[src/rtl/rv32_pkg.sv]
// rv32_pkg
// Shared definitions for the RV32IM integer register-file write path:
// register-address width, register count, data width and the state
// encoding of the write-port arbiter.
// No ports (package).

package rv32_pkg;

    localparam int REG_ADDR_W = 5;
    localparam int NUM_REGS   = 32;
    localparam int XLEN       = 32;

    typedef enum logic [1:0] {
        ARB_IDLE = 2'd0,
        ARB_WAIT = 2'd1,
        ARB_HOLD = 2'd2
    } arb_state_t;

endpackage

[src/rtl/rf_scoreboard.sv]
// rf_scoreboard
// Destination scoreboard for the multi-cycle mul/div unit. Keeps one pending
// bit per architectural register plus a count of operations in flight, so
// the hazard unit can stall readers of a register whose MDU result has not
// been written back yet.
// Ports:
//   clk, rst        clock, asynchronous active-low reset
//   issue_valid/rd  MDU operation leaving EX and its destination
//   issue_ready     issue accepted (destination free and a slot available)
//   consume/rd      MDU result written to the register file this cycle
//   rs1, rs2        ID-stage source registers
//   busy_rs1/rs2    source still waits for an MDU result
//   consume_stale   result written for a destination that was not pending

module rf_scoreboard
    import rv32_pkg::*;
#(
    parameter int MAX_OUTSTANDING = 2
) (
    input  logic                  clk,
    input  logic                  rst,
    input  logic                  issue_valid,
    input  logic [REG_ADDR_W-1:0] issue_rd,
    output logic                  issue_ready,
    input  logic                  consume,
    input  logic [REG_ADDR_W-1:0] consume_rd,
    input  logic [REG_ADDR_W-1:0] rs1,
    input  logic [REG_ADDR_W-1:0] rs2,
    output logic                  busy_rs1,
    output logic                  busy_rs2,
    output logic                  consume_stale
);

    localparam int CNT_W = $clog2(MAX_OUTSTANDING + 1);

    logic [NUM_REGS-1:0] pending;
    logic [CNT_W-1:0]    count;
    logic                issue_acc;
    logic [NUM_REGS-1:0] set_mask;
    logic [NUM_REGS-1:0] clr_mask;

    // pending[0] is never set, so an x0 issue is only limited by the slot count
    assign issue_ready   = !pending[issue_rd] && (count < CNT_W'(MAX_OUTSTANDING));
    assign issue_acc     = issue_valid && issue_ready;
    assign busy_rs1      = pending[rs1] && (rs1 != '0);
    assign busy_rs2      = pending[rs2] && (rs2 != '0);
    assign consume_stale = consume && (consume_rd != '0) && !pending[consume_rd];

    // A set and a clear never hit the same register in one cycle because a
    // pending destination blocks its own re-issue.
    always_comb begin
        set_mask = '0;
        clr_mask = '0;
        if (issue_acc && (issue_rd != '0)) begin
            set_mask[issue_rd] = 1'b1;
        end
        if (consume) begin
            clr_mask[consume_rd] = 1'b1;
        end
    end

    // The count never wraps below zero, even on a stray (erroneous) result.
    always_ff @(posedge clk or negedge rst) begin
        if (!rst) begin
            pending <= '0;
            count   <= '0;
        end else begin
            pending <= (pending & ~clr_mask) | set_mask;
            if (issue_acc && !consume) begin
                count <= count + CNT_W'(1);
            end else if (!issue_acc && consume && (count != '0)) begin
                count <= count - CNT_W'(1);
            end
        end
    end

endmodule

[src/rtl/rf_wb_arbiter.sv]
// rf_wb_arbiter
// Merges the in-order WB-stage write and the out-of-order MDU result onto the
// single register-file write port (WE3/A3/WD3). WB always wins outside HOLD;
// with the starvation guard built in, an MDU result blocked for STARVE_LIMIT
// consecutive cycles forces a one-cycle pipeline hold in which it is written.
// Build option: define RF_ARB_STARVE_GUARD_EN to build the starve counter and
// the HOLD state; otherwise hold_o is tied low and the MDU simply waits.
// Ports:
//   clk, rst                      clock, asynchronous active-low reset
//   wb_we/wb_rd/wb_wd             WB stage write request
//   mdu_issue_valid/rd/ready      MDU issue handshake (scoreboard)
//   mdu_res_valid/rd/wd/ready     MDU result handshake
//   rs1, rs2 / busy_rs1, busy_rs2 ID-stage hazard lookups
//   hold_o                        pipeline freeze (registered state)
//   rf_we/rf_a3/rf_wd             register-file write port
//   err_o                         sticky protocol-error flag

module rf_wb_arbiter
    import rv32_pkg::*;
#(
    parameter int STARVE_LIMIT    = 4,
    parameter int MAX_OUTSTANDING = 2
) (
    input  logic                  clk,
    input  logic                  rst,
    input  logic                  wb_we,
    input  logic [REG_ADDR_W-1:0] wb_rd,
    input  logic [XLEN-1:0]       wb_wd,
    input  logic                  mdu_issue_valid,
    input  logic [REG_ADDR_W-1:0] mdu_issue_rd,
    output logic                  mdu_issue_ready,
    input  logic                  mdu_res_valid,
    input  logic [REG_ADDR_W-1:0] mdu_res_rd,
    input  logic [XLEN-1:0]       mdu_res_wd,
    output logic                  mdu_res_ready,
    input  logic [REG_ADDR_W-1:0] rs1,
    input  logic [REG_ADDR_W-1:0] rs2,
    output logic                  busy_rs1,
    output logic                  busy_rs2,
    output logic                  hold_o,
    output logic                  rf_we,
    output logic [REG_ADDR_W-1:0] rf_a3,
    output logic [XLEN-1:0]       rf_wd,
    output logic                  err_o
);

    if (STARVE_LIMIT < 1 || STARVE_LIMIT > 15) begin : g_bad_starve_limit
        $error("rf_wb_arbiter: STARVE_LIMIT must be 1..15");
    end
    if (MAX_OUTSTANDING < 1 || MAX_OUTSTANDING > 4) begin : g_bad_max_outstanding
        $error("rf_wb_arbiter: MAX_OUTSTANDING must be 1..4");
    end

    arb_state_t state;
    arb_state_t state_nxt;
    logic       wb_active;
    logic       grant;
    logic       consume;
    logic       consume_stale;

    // A WB write to x0 is not a real write, so it does not block the MDU.
    assign wb_active = wb_we && (wb_rd != '0);

`ifdef RF_ARB_STARVE_GUARD_EN
    logic [3:0] starve_cnt;
    logic [3:0] starve_nxt;
    logic [3:0] starve_inc;

    // starve_inc is the length of the blocked streak including this cycle;
    // reaching the limit here makes the next cycle the HOLD cycle.
    always_comb begin
        state_nxt  = state;
        starve_nxt = starve_cnt;
        grant      = 1'b0;
        starve_inc = ((state == ARB_WAIT) ? starve_cnt : 4'd0) + 4'd1;
        unique case (state)
            ARB_IDLE, ARB_WAIT: begin
                grant = mdu_res_valid && !wb_active;
                if (mdu_res_valid && wb_active) begin
                    if (starve_inc == 4'(STARVE_LIMIT)) begin
                        state_nxt  = ARB_HOLD;
                        starve_nxt = 4'd0;
                    end else begin
                        state_nxt  = ARB_WAIT;
                        starve_nxt = starve_inc;
                    end
                end else begin
                    state_nxt  = ARB_IDLE;
                    starve_nxt = 4'd0;
                end
            end
            ARB_HOLD: begin
                grant      = 1'b1;
                state_nxt  = ARB_IDLE;
                starve_nxt = 4'd0;
            end
            default: begin
                state_nxt  = ARB_IDLE;
                starve_nxt = 4'd0;
            end
        endcase
    end

    always_ff @(posedge clk or negedge rst) begin
        if (!rst) begin
            state      <= ARB_IDLE;
            starve_cnt <= 4'd0;
        end else begin
            state      <= state_nxt;
            starve_cnt <= starve_nxt;
        end
    end

    assign hold_o = (state == ARB_HOLD);
`else
    // Without the guard the MDU waits in ARB_WAIT for a WB-free cycle.
    always_comb begin
        state_nxt = state;
        grant     = mdu_res_valid && !wb_active;
        if (mdu_res_valid && wb_active) begin
            state_nxt = ARB_WAIT;
        end else begin
            state_nxt = ARB_IDLE;
        end
    end

    always_ff @(posedge clk or negedge rst) begin
        if (!rst) begin
            state <= ARB_IDLE;
        end else begin
            state <= state_nxt;
        end
    end

    assign hold_o = 1'b0;
`endif

    // Write mux. Writes and result consumption are suppressed while reset is
    // asserted so nothing reaches the register file during reset.
    always_comb begin
        rf_we         = wb_active;
        rf_a3         = wb_rd;
        rf_wd         = wb_wd;
        mdu_res_ready = 1'b0;
        if (grant) begin
            rf_we         = (mdu_res_rd != '0);
            rf_a3         = mdu_res_rd;
            rf_wd         = mdu_res_wd;
            mdu_res_ready = 1'b1;
        end
        if (!rst) begin
            rf_we         = 1'b0;
            mdu_res_ready = 1'b0;
        end
    end

    assign consume = mdu_res_valid && mdu_res_ready;

    always_ff @(posedge clk or negedge rst) begin
        if (!rst) begin
            err_o <= 1'b0;
        end else if (consume_stale || (hold_o && !mdu_res_valid)) begin
            err_o <= 1'b1;
        end
    end

    rf_scoreboard #(
        .MAX_OUTSTANDING(MAX_OUTSTANDING)
    ) u_scoreboard (
        .clk          (clk),
        .rst          (rst),
        .issue_valid  (mdu_issue_valid),
        .issue_rd     (mdu_issue_rd),
        .issue_ready  (mdu_issue_ready),
        .consume      (consume),
        .consume_rd   (mdu_res_rd),
        .rs1          (rs1),
        .rs2          (rs2),
        .busy_rs1     (busy_rs1),
        .busy_rs2     (busy_rs2),
        .consume_stale(consume_stale)
    );

endmodule

[config.mk]
export PLATFORM = sky130hd
export DESIGN_NAME = rf_wb_arbiter
export DESIGN_NICKNAME = d
export VERILOG_FILES = /design/src/rtl/rv32_pkg.sv /design/src/rtl/rf_scoreboard.sv /design/src/rtl/rf_wb_arbiter.sv
export SDC_FILE = /design/constraint.sdc
export NUM_CORES = 1
export LEC_CHECK = 0
export ABC_AREA = 0
export CAP_MARGIN = 15
export CORE_AREA = 2 2 122 124
export DETAILED_ROUTE_END_ITERATION = 16
export DIE_AREA = 0 0 124 126
export PLACE_DENSITY = 0.55
export SLEW_MARGIN = 30
export SYNTH_ARGS = -nofsm -noshare
export SYNTH_HDL_FRONTEND = slang
export SYNTH_HIERARCHICAL = 1
export SYNTH_SLANG_ARGS = --single-unit
[constraint.sdc]
create_clock -name clk -period 2.6 [get_ports clk]
set_input_delay 0.52 -clock clk [delete_from_list [all_inputs] [get_ports clk]]
set_output_delay 0.52 -clock clk [all_outputs]
set_load 0.1 [all_outputs]
==> impl_metrics.py, run 1 <==
metrics = {
    "clock_tree": {
        "cts_buffer_depth": 2,
        "clock_sinks": 35,
        "cts.clk_slew.worst_paths_ps": 50,
        "clk_latency_ps": 270,
        "root_buffer": "clkbuf_16",
        "htreeDepth": 2,
        "cts_tree": "yes",
        "cts_buffers": 5,
    },
    "critical_path": {
        "crit_top_cell": "buf_12",
        "required_ps": 2080,
        "path_cells": "buf_6 -> or4_4 -> o31a_4 -> buf_12 -> buf_12 -> mux2_4 -> buf_12",
        "critPathArrivalTime_ps": 2260,
        "cpPeakStageDelay_ps": 530,
        "slowest_stage": "or4_4",
        "cp-start-kind": "primary input",
        "cp_num_buf_inv": 4,
        "r2r_setup_slack_ps": 110,
        "reg2regPathDepth": 8,
        "r2r_start": "u_scoreboard/pending[23]",
        "cp-end-kind": "output pin",
        "r2r-end": "u_scoreboard/count[1]",
        "cp_max_fo": 6,
        "cp_top_family": "buffers and inverters",
        "crit_type": "in -> out",
    },
    "global_routing": {
        "grt_pass1_wl_microns": 21800,
        "grt_pass1_vias": 3677,
        "grt_use_total_pct": 18.4,
        "grt.overflow.total": 0,
        "antenna_found_initial": 3,
        "grt_max_degree": 36,
    },
    "synth": {
        "ys_types": 48,
        "synth_edf_count": 0,
        "synth_ff_type": "dfrtp_1",
        "synthCells": 305,
        "yosysWarnings": 6,
        "synth-seq-cells": 35,
        "yosysSeqAreaShare_pct": 26.1,
        "async_flop_share_pct": 100,
        "avgSynthCellArea_sq_um": 11.0,
        "synth_nets": 399,
        "syn_area_sq_mm": 0.00336,
    },
    "pwr": {
        "p_int_uw": 2210,
        "p_seq_share_pct": 29.7,
        "cellLeakagePower_uw": 0.00254,
        "comb_power_share_pct": 56.1,
        "peakVddDrop_mv": 0.359,
        "p_switching_uw": 1760,
        "p_per_area_mw_per_mm2": 649,
        "p_clk_share_pct": 14.2,
        "swShare_pct": 44.3,
    },
    "final_layout": {
        "fin_cells": 679,
        "stdcell_area_sq_mm": 0.00612,
        "seqCellArea_sq_um": 891,
        "nets": 585,
        "nFillCells": 1343,
        "area.growth.synth_to_final_pct": 82.2,
        "multi_input_area_sq_mm": 0.00237,
        "drive_gt1_share_pct": 45.9,
    },
    "detailed_routing": {
        "vias": 3679,
        "drtPass1Iterations": 6,
        "final_antenna_net_count": 0,
        "drc": 0,
        "first_iter_violations": 353,
        "post_drt_wl_per_cell_microns": 21.9,
        "viasPerCell": 5.42,
        "drt-total-wl_microns": 14800,
    },
    "timing": {
        "fin_skew_ps": 3.47,
        "hold_viol": 0,
        "tns_ps": -4870,
        "slew_violations": 0,
        "post-route-period-util_pct": 107,
        "rsz0062_at_grt": "yes",
        "fmax_mhz": 359,
        "fin_crit_ps": 2780,
        "setup_viol": 38,
        "layout_setup_ws_ps": -185,
    },
    "placed_design": {
        "dp_hpwl_microns": 11300,
        "dpl.cell_count": 653,
        "routabilityCongestion": 0.899,
        "port_buffers": 136,
        "place_area_sq_mm": 0.00569,
    },
    "floorplanning": {
        "start_util_pct": 23.5,
        "core_sq_mm": 0.0143,
        "rows": 44,
        "die_area_sq_mm": 0.0156,
        "die_x_microns": 124,
        "ios": 138,
        "die_y_microns": 126,
    },
    "hold_path": {
        "hold_path.class": "in -> async",
    },
    "run": {
        "maxCapViolCount": 0,
    },
    "outcome": {
        "outcome": "finished, violations left",
        "violations": "setup timing",
    },
}
==> metal layers <==
metal	track usage, %	part of all wire (%)	up-vias	routed length (microns)
li1	-	-	1595	-
met1	22.9	36	1787	5370
met2	31.0	49	267	7300
met3	4.53	12	30	1840
met4	5.95	2.2	0	332
met5	0	0	-	0
==> cell families after synthesis <==
group | share of synthesized area (%)
AO/OA/AOI/OAI | 18.0
multiplexers | 37.5
buffers and inverters | 6.37
other | 0.112
AND/OR/NAND/NOR | 11.9
flip-flops | 26.1
==> through the flow <==
stage	setup WS [ps]	power, uW	hold WS, ps	utilization, %
global route	-203	4140	420	42.7
detailed placement	-531	3300	462	39.8
CTS	-240	3930	401	42.4
global placement	-536	3270	461	39.8
floorplan	-154	2430	224	-
finish	-185	3970	399	42.7
==> cell usage after synthesis, types with 3 or more instances <==
library cell / number / area [sq um]
mux2_2: 13 / 146
buf_2: 4 / 20.0
inv_1: 8 / 30.0
dfrtp_1: 35 / 876
mux4_2: 27 / 608
mux2_4: 27 / 405
nand3b_1: 7 / 52.6
nand2b_1: 5 / 31.3
clkbuf_1: 11 / 41.3
mux2i_1: 10 / 100
buf_6: 6 / 67.6
o31ai_1: 32 / 240
or3b_2: 4 / 35.0
nand2_1: 15 / 56.3
nor2_1: 9 / 33.8
or3_1: 4 / 25.0
a311oi_1: 3 / 26.3
nand3_1: 9 / 45.0
o21ai_0: 39 / 195
==> flip-flops by register name (all words and copies together) (netlist names) <==
register	cells
err_o	1
u_scoreboard/count	2
u_scoreboard/pending	32
==> layout by cell type, fill, tap and decap left out, types with 8 or more instances in the layout <==
cell type,n
mux2_4,29
buf_4,53
nand2_1,15
o31ai_1,31
buf_6,8
mux2_2,11
dfrtp_1,23
mux4_2,27
buf_12,47
dfrtp_2,12
nand3_1,9
clkdlybuf4s50_1,78
nor2_1,8
mux2i_1,10
o21ai_0,33
==> power groups by stage <==
| stage | registers (uW) | clock network (uW) | logic (uW) |
|---|---|---|---|
| 6_report | 1180 | 565 | 2230 |
| 5_1_grt | 1180 | 609 | 2350 |
| 4_1_cts | 1130 | 572 | 2230 |
| 3_5_place_dp | 1130 | 0 | 2170 |
| 3_3_place_gp | 1140 | 0 | 2140 |
| 2_1_floorplan | 917 | 0 | 1520 |
==> final cells by class <==
cell class / instances / area share (%)
well taps: 184 / 3.76
multi-input cells: 236 / 38.7
clock buffers: 7 / 2.17
clock inverters: 1 / 0.0818
inverters: 9 / 0.614
repair buffers: 204 / 40.0
diodes: 3 / 0.123
flip-flops and latches: 35 / 14.6
==> worst max path at each step <==
| stage | depth (start not counted) | slack (ps) | startpoint | to |
|---|---|---|---|---|
| detailed placement | 6 | -530 | rs2[0] | busy_rs2 |
| global placement | 6 | -540 | rs2[0] | busy_rs2 |
| global route | 7 | -200 | wb_rd[4] | rf_wd[20] |
| CTS | 7 | -240 | wb_rd[4] | rf_wd[20] |
| floorplan | 8 | -150 | mdu_issue_rd[0] | mdu_issue_ready |
| finish | 7 | -180 | wb_rd[4] | rf_wd[20] |
==> timing repair <==
item / in CTS / in global routing
hold buffers: 0 / 0
pin swaps: 6 / 3
buffers inserted: 6 / 5
hold endpoints to repair: 0 / 0
endpoints found under the setup margin: 72 / 40
gates resized for setup: 65 / 19
gates cloned: 5 / 1
(Power assumes the default switching activity.)
==> run 2: changes to the inputs <==
--- a/config.mk
+++ b/config.mk
@@ -11,6 +11,7 @@
 export DETAILED_ROUTE_END_ITERATION = 16
 export DIE_AREA = 0 0 124 126
 export PLACE_DENSITY = 0.55
+export SETUP_SLACK_MARGIN = 0.2
 export SLEW_MARGIN = 30
 export SYNTH_ARGS = -nofsm -noshare
 export SYNTH_HDL_FRONTEND = slang
==> run 2 against run 1 <==
The flow still finishes with violations (setup timing). Critical path depth did not move. Sequential power fell by 7%. Final cell count rose by 6.2%. Clock skew rose by 4.6 ps. Die area did not move. Worst hold slack improved by 4.2 ps. Global-route usage rose by 0.096 points. Non-clock buffer count rose by 45.
==> impl_metrics.py, run 2 (synthesis results as in run 1) <==
metrics = {
    "outcome": {
        "outcome": "finished, violations left",
        "violations": "setup timing",
    },
    "pwr": {
        "p_seq_share_pct": 25.0,
        "p_per_area_mw_per_mm2": 654,
        "p_clk_share_pct": 13.9,
        "p_switching_uw": 1920,
        "peakVddDrop_mv": 0.345,
        "cellLeakagePower_uw": 0.00285,
        "p_int_uw": 2460,
        "swShare_pct": 43.9,
        "comb_power_share_pct": 61.1,
    },
    "critical_path": {
        "cp-end-kind": "output pin",
        "r2r_start": "u_scoreboard/pending[23]",
        "cp.depth": 7,
        "path_cells": "buf_6 -> or4_4 -> o31a_4 -> buf_6 -> clkbuf_16 -> mux2_4 -> buf_12",
        "cp_num_buf_inv": 4,
        "slowest_stage": "or4_4",
        "reg2regPathDepth": 9,
        "cp-startpoint": "wb_rd[3]",
        "critPathArrivalTime_ps": 2260,
        "critPathCapture": "rf_wd[0]",
        "cpPeakStageDelay_ps": 540,
        "crit_top_cell": "buf_6",
        "r2r_setup_slack_ps": 160,
        "required_ps": 2080,
        "crit_type": "in -> out",
        "r2r-end": "u_scoreboard/count[1]",
        "cp-start-kind": "primary input",
        "cp_max_fo": 5,
        "cp_top_family": "buffers and inverters",
    },
    "detailed_routing": {
        "vias": 3859,
        "drc": 0,
        "post_drt_wl_per_cell_microns": 21.0,
        "drt-total-wl_microns": 15100,
        "first_iter_violations": 333,
        "viasPerCell": 5.35,
        "final_antenna_net_count": 0,
        "drtPass1Iterations": 5,
    },
    "floorplanning": {
        "ios": 138,
        "core_sq_mm": 0.0143,
        "start_util_pct": 23.5,
        "die_x_microns": 124,
        "die_area_sq_mm": 0.0156,
        "rows": 44,
        "die_y_microns": 126,
    },
    "timing": {
        "fin_crit_ps": 2780,
        "tns_ps": -6030,
        "setup_viol": 40,
        "hold_viol": 0,
        "tightestPinTransition_ps": 621,
        "rsz0062_at_grt": "yes",
        "post-route-period-util_pct": 107,
        "layout_setup_ws_ps": -181,
        "fin_skew_ps": 8.07,
        "slew_headroom_pct": 58.5,
        "fmax_mhz": 360,
        "slew_violations": 0,
    },
    "global_routing": {
        "grt_pass1_vias": 3904,
        "grt_max_degree": 36,
        "grt_pass1_wl_microns": 22100,
        "grt_use_total_pct": 18.5,
        "grt.overflow.total": 0,
        "antenna_found_initial": 0,
    },
    "clock_tree": {
        "cts_buffers": 5,
        "cts_tree": "yes",
        "root_buffer": "clkbuf_16",
        "cts_buffer_depth": 2,
        "cts_hold_buf": 0,
        "cts.clk_slew.worst_paths_ps": 50,
        "htreeDepth": 2,
        "clock_sinks": 35,
        "clk_latency_ps": 280,
    },
    "final_layout": {
        "top_regs": "u_scoreboard/pending (32), u_scoreboard/count (2), err_o (1)",
        "nets": 630,
        "drive_gt1_share_pct": 54.0,
        "area.growth.synth_to_final_pct": 99.6,
        "final_common_cell": "buf_4",
        "top_register": "u_scoreboard/pending",
        "num_antenna_cells": 0,
        "largest_reg_flops": 32,
        "fin_cells": 721,
        "stdcell_area_sq_mm": 0.00670,
        "final_cell_mix": "buf_4, clkdlybuf4s50_1, buf_12",
    },
    "placed_design": {
        "dp_hpwl_microns": 10800,
        "port_buffers": 136,
        "dpl.cell_count": 658,
        "routabilityCongestion": 0.978,
        "place_area_sq_mm": 0.00577,
        "place_ws_ps": -557,
    },
    "run": {
        "maxCapViolCount": 0,
    },
    "hold_path": {
        "hold_path.class": "in -> async",
    },
}
## run 2: cell count changes in the layout (fill, tap and decap cells not counted), moves of 5 or more
cell	previous run	this run
buf_4	53	82
buf_6	8	25
dfrtp_1	23	31
dfrtp_2	12	4
mux2_2	11	6
mux2_4	29	34
o21ai_0	33	14
o21ai_1	2	17
o31ai_1	31	24
## run 2: how the worst min path moves through the flow
stage               cells after the start                     from                       end  slack (ps)
finish                                  2                      rst   u_scoreboard/pending[4]         400
global route                            2                      rst  u_scoreboard/pending[27]         460
CTS                                     2                      rst  u_scoreboard/pending[17]         440
detailed placement                      1  u_scoreboard/pending[0]   u_scoreboard/pending[0]         480
global placement                        1                    err_o                     err_o         460
floorplan                               0                      rst                     err_o         220
## run 2: timing repair
action                                  CTS  global route
pin swaps                                12            20
buffers inserted                         30            20
cloned                                    4             1
resized for setup                        85            58
endpoints found under the setup margin   77            76
## run 2: power by group through the flow
| stage | Sequential, uW | Clock (uW) | Combinational [uW] |
|---|---|---|---|
| after floorplan | 917 | 0 | 1530 |
| after global placement | 1090 | 0 | 2270 |
| after detailed placement | 1080 | 0 | 2300 |
| after CTS | 1060 | 613 | 2510 |
| after global routing | 1110 | 635 | 2810 |
| final | 1100 | 610 | 2680 |
## run 2: cell type report
class | instances | area [sq um]
tap | 184 | 230
sequential | 35 | 881
timing repair buffer | 249 | 2880
fill | 1251 | 7610
multi-input combinational | 236 | 2520
clock inverter | 3 | 25.0
inverter | 9 | 37.5
clock buffer | 5 | 125
## run 2: worst register-to-register path, delay by kind of cell, from the launching register on
| family | cells | cell delay [ps] |
|---|---|---|
| AOI/OAI and AO/OA | 3 | 640 |
| buffers and inverters | 3 | 350 |
| DFF | 1 | 400 |
| muxes | 1 | 480 |
| and+or+nand+nor | 2 | 430 |
## run 2: per-stage QoR
stage,utilization [%],hold slack (ps),total power (uW)
floorplan,-,224,2450
global placement,40.3,460,3360
detailed placement,40.3,479,3390
CTS,44.6,435,4190
global route,46.8,459,4560
finish,46.8,404,4380
## run 2: routing by layer
layer	track usage (%)	up-vias	routed length, microns
li1	-	1681	-
met1	21.3	1879	5350
met2	32.9	255	7440
met3	5.25	44	1920
met4	5.09	0	414
met5	0	-	0
